## src/rtl/serial_adder_n.sv

```systemverilog
// serial_adder_n: multi-cycle adder computing a + b + cin, BITS_PER_CYCLE bits per clock, LSB chunk first.
// Optional subtract mode (adds input port sub) is enabled by defining SERIAL_ADDER_SUB_EN.
module serial_adder_n #(
  parameter int WIDTH          = 8,
  parameter int BITS_PER_CYCLE = 1
) (
  input  logic             clk,
  input  logic             rst_n,
  input  logic             in_valid,
  output logic             in_ready,
  input  logic [WIDTH-1:0] a,
  input  logic [WIDTH-1:0] b,
  input  logic             cin,
`ifdef SERIAL_ADDER_SUB_EN
  input  logic             sub,
`endif
  output logic             out_valid,
  input  logic             out_ready,
  output logic [WIDTH-1:0] sum,
  output logic             cout,
  output logic             ovf,
  output logic             busy
);
  localparam int STEPS = WIDTH / BITS_PER_CYCLE;
  localparam int CW    = (STEPS > 1) ? $clog2(STEPS) : 1;
  localparam logic [CW-1:0] LAST = CW'(STEPS - 1);

  if (WIDTH < 2 || (WIDTH % BITS_PER_CYCLE) != 0) begin : g_bad_param
    $error("serial_adder_n: WIDTH must be >= 2 and a multiple of BITS_PER_CYCLE");
  end

  typedef enum logic [1:0] {IDLE, RUN, DONE} state_t;

  state_t                      state;
  logic [WIDTH-1:0]            a_sh;
  logic [WIDTH-1:0]            b_sh;
  logic [WIDTH-1:0]            acc;
  logic                        carry;
  logic [CW-1:0]               step;
  logic [BITS_PER_CYCLE-1:0]   chunk_sum;
  logic [BITS_PER_CYCLE:0]     c;
  logic [WIDTH+BITS_PER_CYCLE-1:0] acc_cat;
  logic [WIDTH-1:0]            acc_next;
  logic                        b_inv;
  logic                        c_init;

`ifdef SERIAL_ADDER_SUB_EN
  // Subtraction folds into the adder as a + ~b + 1; cin is ignored in that mode.
  assign b_inv  = sub;
  assign c_init = sub | cin;
`else
  assign b_inv  = 1'b0;
  assign c_init = cin;
`endif

  assign in_ready = (state == IDLE);
  assign busy     = (state != IDLE);

  assign c[0] = carry;
  for (genvar gi = 0; gi < BITS_PER_CYCLE; gi++) begin : g_fa
    assign chunk_sum[gi] = a_sh[gi] ^ b_sh[gi] ^ c[gi];
    assign c[gi+1]       = (a_sh[gi] & b_sh[gi]) | (c[gi] & (a_sh[gi] ^ b_sh[gi]));
  end

  // New chunk enters from the MSB side; works for STEPS=1 as well.
  assign acc_cat  = {chunk_sum, acc};
  assign acc_next = acc_cat[WIDTH+BITS_PER_CYCLE-1:BITS_PER_CYCLE];

  always_ff @(posedge clk or negedge rst_n) begin
    if (!rst_n) begin
      state     <= IDLE;
      a_sh      <= '0;
      b_sh      <= '0;
      acc       <= '0;
      carry     <= 1'b0;
      step      <= '0;
      sum       <= '0;
      cout      <= 1'b0;
      ovf       <= 1'b0;
      out_valid <= 1'b0;
    end else begin
      case (state)
        IDLE: begin
          if (in_valid) begin
            a_sh  <= a;
            b_sh  <= b ^ {WIDTH{b_inv}};
            carry <= c_init;
            step  <= '0;
            state <= RUN;
          end
        end
        RUN: begin
          a_sh  <= a_sh >> BITS_PER_CYCLE;
          b_sh  <= b_sh >> BITS_PER_CYCLE;
          carry <= c[BITS_PER_CYCLE];
          acc   <= acc_next;
          step  <= step + 1'b1;
          if (step == LAST) begin
            sum       <= acc_next;
            cout      <= c[BITS_PER_CYCLE];
            ovf       <= c[BITS_PER_CYCLE] ^ c[BITS_PER_CYCLE-1];
            out_valid <= 1'b1;
            state     <= DONE;
          end
        end
        DONE: begin
          if (out_ready) begin
            out_valid <= 1'b0;
            state     <= IDLE;
          end
        end
        default: state <= IDLE;
      endcase
    end
  end
endmodule

```

## config.mk

```make
export PLATFORM = sky130hd
export DESIGN_NAME = serial_adder_n
export DESIGN_NICKNAME = d
export VERILOG_FILES = /design/src/rtl/serial_adder_n.sv
export SDC_FILE = /design/constraint.sdc
export NUM_CORES = 1
export LEC_CHECK = 0
export CAP_MARGIN = 15
export CORE_UTILIZATION = 48
export CTS_CLUSTER_SIZE = 14
export DETAILED_ROUTE_END_ITERATION = 12
export MAX_ROUTING_LAYER = met4
export PLACE_DENSITY = 0.74
export SLEW_MARGIN = 20
export SYNTH_ARGS = -nofsm -noshare
export SYNTH_HDL_FRONTEND = slang
export SYNTH_SLANG_ARGS = --single-unit
```

## constraint.sdc

```tcl
create_clock -name clk -period 1.9 [get_ports clk]
set_input_delay 0.19 -clock clk [delete_from_list [all_inputs] [get_ports clk]]
set_output_delay 0.19 -clock clk [all_outputs]
set_load 0.1 [all_outputs]
```

==> impl_results.md <==
- Vias in the first global route: between 1000 and 1500
- Worst-path clk slew: ~0.07 ns
- Worst R2R Start: state[0]
- DP Worst Slack: approximately 0.092 ns
- Setup WS post-layout: 0.187 ns
- Initial core utilization: 0.524
- Worst rel slew slack: 0.281
- Synth warn: 0
- Status: finished, final reports clean
- #FFs+latches synth: 40
- Final Skew: between 0.004 and 0.005 ns
- Initial antenna violation count: 0
- GRT overflow: 0
- Via count: 1242
- Clock buffer count from CTS: 5
- Largest net degree at the start of global routing: about 40
- Hold Crit Class: in -> async
- Layout cells sized above 1: 0.298
- Fin Hold WS: 0.479 ns
- Post-synth cell types: 29
- R2R setup slack: around 0.19 ns
- Data required time of the critical path: approximately 2 ns
- First-pass GRT wire length: ~5800 um
- Routed Antenna Nets: 0
- Syn nets: about 160
- Tcrit/Tclk final: 0.902
- R2R depth: 2
- H-Tree Depth: 2
- CP endpoint kind: register
- Crit-path max FO: 14
- FP Rows: 21
- Max Fclk: just under 600 MHz
- CTS Buffer Depth: 2
- # diodes: 0
- CP arrival: 1.82 ns
- Min cycle time layout: ~1.7 ns
- Area of the core: 3470 um2
- DR pass1 iterations: 4
- GRT Util Overall: 0.192
- DP HPWL: approximately 2200 um
- Root buffer cell: clkbuf_8
- Die Ht: between 60 and 70 um
- Crit path from: state[0]
- Chip width: 63.5 um
- Iteration-0 DRC Markers: 58
- Crit Path Category: reg -> reg
- Fin util: 0.667
- Total Die Area: 4040 um2
- Post-CTS Setup Inserts: 0
- Max-slew violations: 0
- Nets: between 200 and 250
- Worst-margin pin slew: 1.08 ns
- Hold Fails Final Rpt: 0
- Cells after Synth: 140
- Clk_lat worst skew: a little under 0.3 ns
- CTS tree: done
- Post-Syn Area per Cell: 13.0 um2
- Remaining DRCs: 0
- RD Place Congestion: between 0.7 and 0.8
- RSZ-0062 raised after global routing: no
- TNS Setup: 0 ns
- Total Wirelength: about 3200 um
- PortBufs: 33
- Post-synthesis sequential area ratio: 0.551
- R2r endpoint: b_sh[5]
- # IOs: 34
- Max Cap Viol: 0
- Fill cells: approximately 290
- Sink Count: 40
- CP endpoint: b_sh[5]
- CP Launch Type: register
- Vias per inst: between 5 and 6
- Synth Cell Area: between 1500 and 2000 um2
- Final setup fails: 0
- Routed wire per std cell: ~14 um
- Area growth from synthesis to layout: 27.2%
through the flow:
| step | cells | cell area (um2) |
|---|---|---|
| 6_report | 224 | 2310 |
| 5_1_grt | 224 | 2310 |
| 4_1_cts | 224 | 2310 |
| 3_5_place_dp | 215 | 2190 |
| 3_3_place_gp | 215 | 2190 |
| 2_1_floorplan | 140 | 1830 |
flip-flops by register name, summed over array words and instances (netlist names):
signal / count
a_sh: 8
b_sh: 8
sum: 8
acc: 7
step: 3
state: 2
carry: 1
cout: 1
out_valid: 1
ovf: 1
cells in the final DEF (no fill, tap or decap), types with 2 or more instances in the layout:
| cell | synthesis | layout |
|---|---|---|
| a211oi_1 | 8 | 8 |
| buf_12 | 0 | 2 |
| nor2b_1 | 2 | 2 |
| a21oi_1 | 2 | 2 |
| a222oi_1 | 2 | 2 |
| ha_1 | 2 | 2 |
| o221a_2 | 5 | 5 |
| clkbuf_8 | 0 | 5 |
| nor3b_1 | 8 | 8 |
| mux2_2 | 17 | 17 |
| or4b_1 | 5 | 5 |
| inv_1 | 11 | 11 |
| nor4b_1 | 8 | 8 |
| buf_4 | 2 | 18 |
| nand2b_1 | 5 | 5 |
| a32o_1 | 2 | 2 |
| a22o_1 | 2 | 2 |
| dfrtp_1 | 40 | 40 |
| clkdlybuf4s50_1 | 0 | 19 |
cell type report:
cell class	instances	area, um2	share of cell area
Sequential cell	40	1000	0.433
Multi-Input combinational cell	78	721	0.312
Timing Repair Buffer	41	380	0.165
Clock buffer	5	68.8	0.0298
Tap cell	46	57.6	0.0249
Clock inverter	3	42.5	0.0184
Inverter	11	41.3	0.0179
per-layer routing:
| metal | global-route usage | routed length [um] |
|---|---|---|
| met3 | 0.0543 | 127 |
| met5 | - | 0 |
| met1 | 0.221 | 1470 |
| met2 | 0.315 | 1600 |
| met4 | 0.0767 | 38 |
cell families after synthesis:
| family | synth area share |
|---|---|
| AOI/OAI and AO/OA | 0.118 |
| xor gates and xnor gates | 0.00482 |
| adders and majority gates | 0.0248 |
| and+or+nand+nor | 0.134 |
| DFF | 0.551 |
| muxes | 0.111 |
| buffers and inverters | 0.0571 |
worst min-delay path by stage:
stage	start	endpoint	slack, ns	cells after the start
after floorplan	rst_n	a_sh[0]	-0.11	0
after global placement	rst_n	b_sh[2]	0.27	2
after detailed placement	rst_n	b_sh[2]	0.27	2
final	rst_n	b_sh[1]	0.48	3
after CTS	out_ready	state[1]	0.49	2
after global routing	out_ready	state[1]	0.50	2
critical path: stages (launching register included):
cell      delay (ns)
dfrtp_1         0.45
o21bai_1        0.88
a222oi_1        0.20
what timing repair did:
| action | 4_1_cts | 5_1_grt |
|---|---|---|
| hold endpoints to repair | 40 | 0 |
| gates resized for setup | 0 | 0 |
| hold buffers | 1 | 0 |
synthesized netlist by cell type:
library cell  instances  area share
nor3b_1               8       0.033
a222oi_1              2       0.011
inv_1                11       0.023
or4b_1                5       0.028
a211oi_1              8       0.033
mux2_2               17        0.11
buf_4                 2      0.0083
o21ba_2               1      0.0055
clkbuf_1              3      0.0062
nor4b_1               8       0.039
o2bb2ai_1             1      0.0048
a21oi_1               2      0.0055
and2b_1               1      0.0041
nand3b_1              1      0.0041
buf_6                 1      0.0062
nor2b_1               2      0.0069
o221a_2               5       0.031
a32o_1                2       0.011
mux2i_1               1      0.0055
ha_1                  2       0.014
dfrtp_1              40        0.55
o21ai_0               1      0.0028
xor2_1                1      0.0048
buf_2                 5       0.014
nand2b_1              5       0.017
o21bai_1              1      0.0041
nor2_1                1      0.0021
fa_1                  1       0.011
a22o_1                2      0.0096
Power is left out: the tool's default activity adds up to more than one toggle a clock period on the data nets, which glitch-free logic cannot reach.
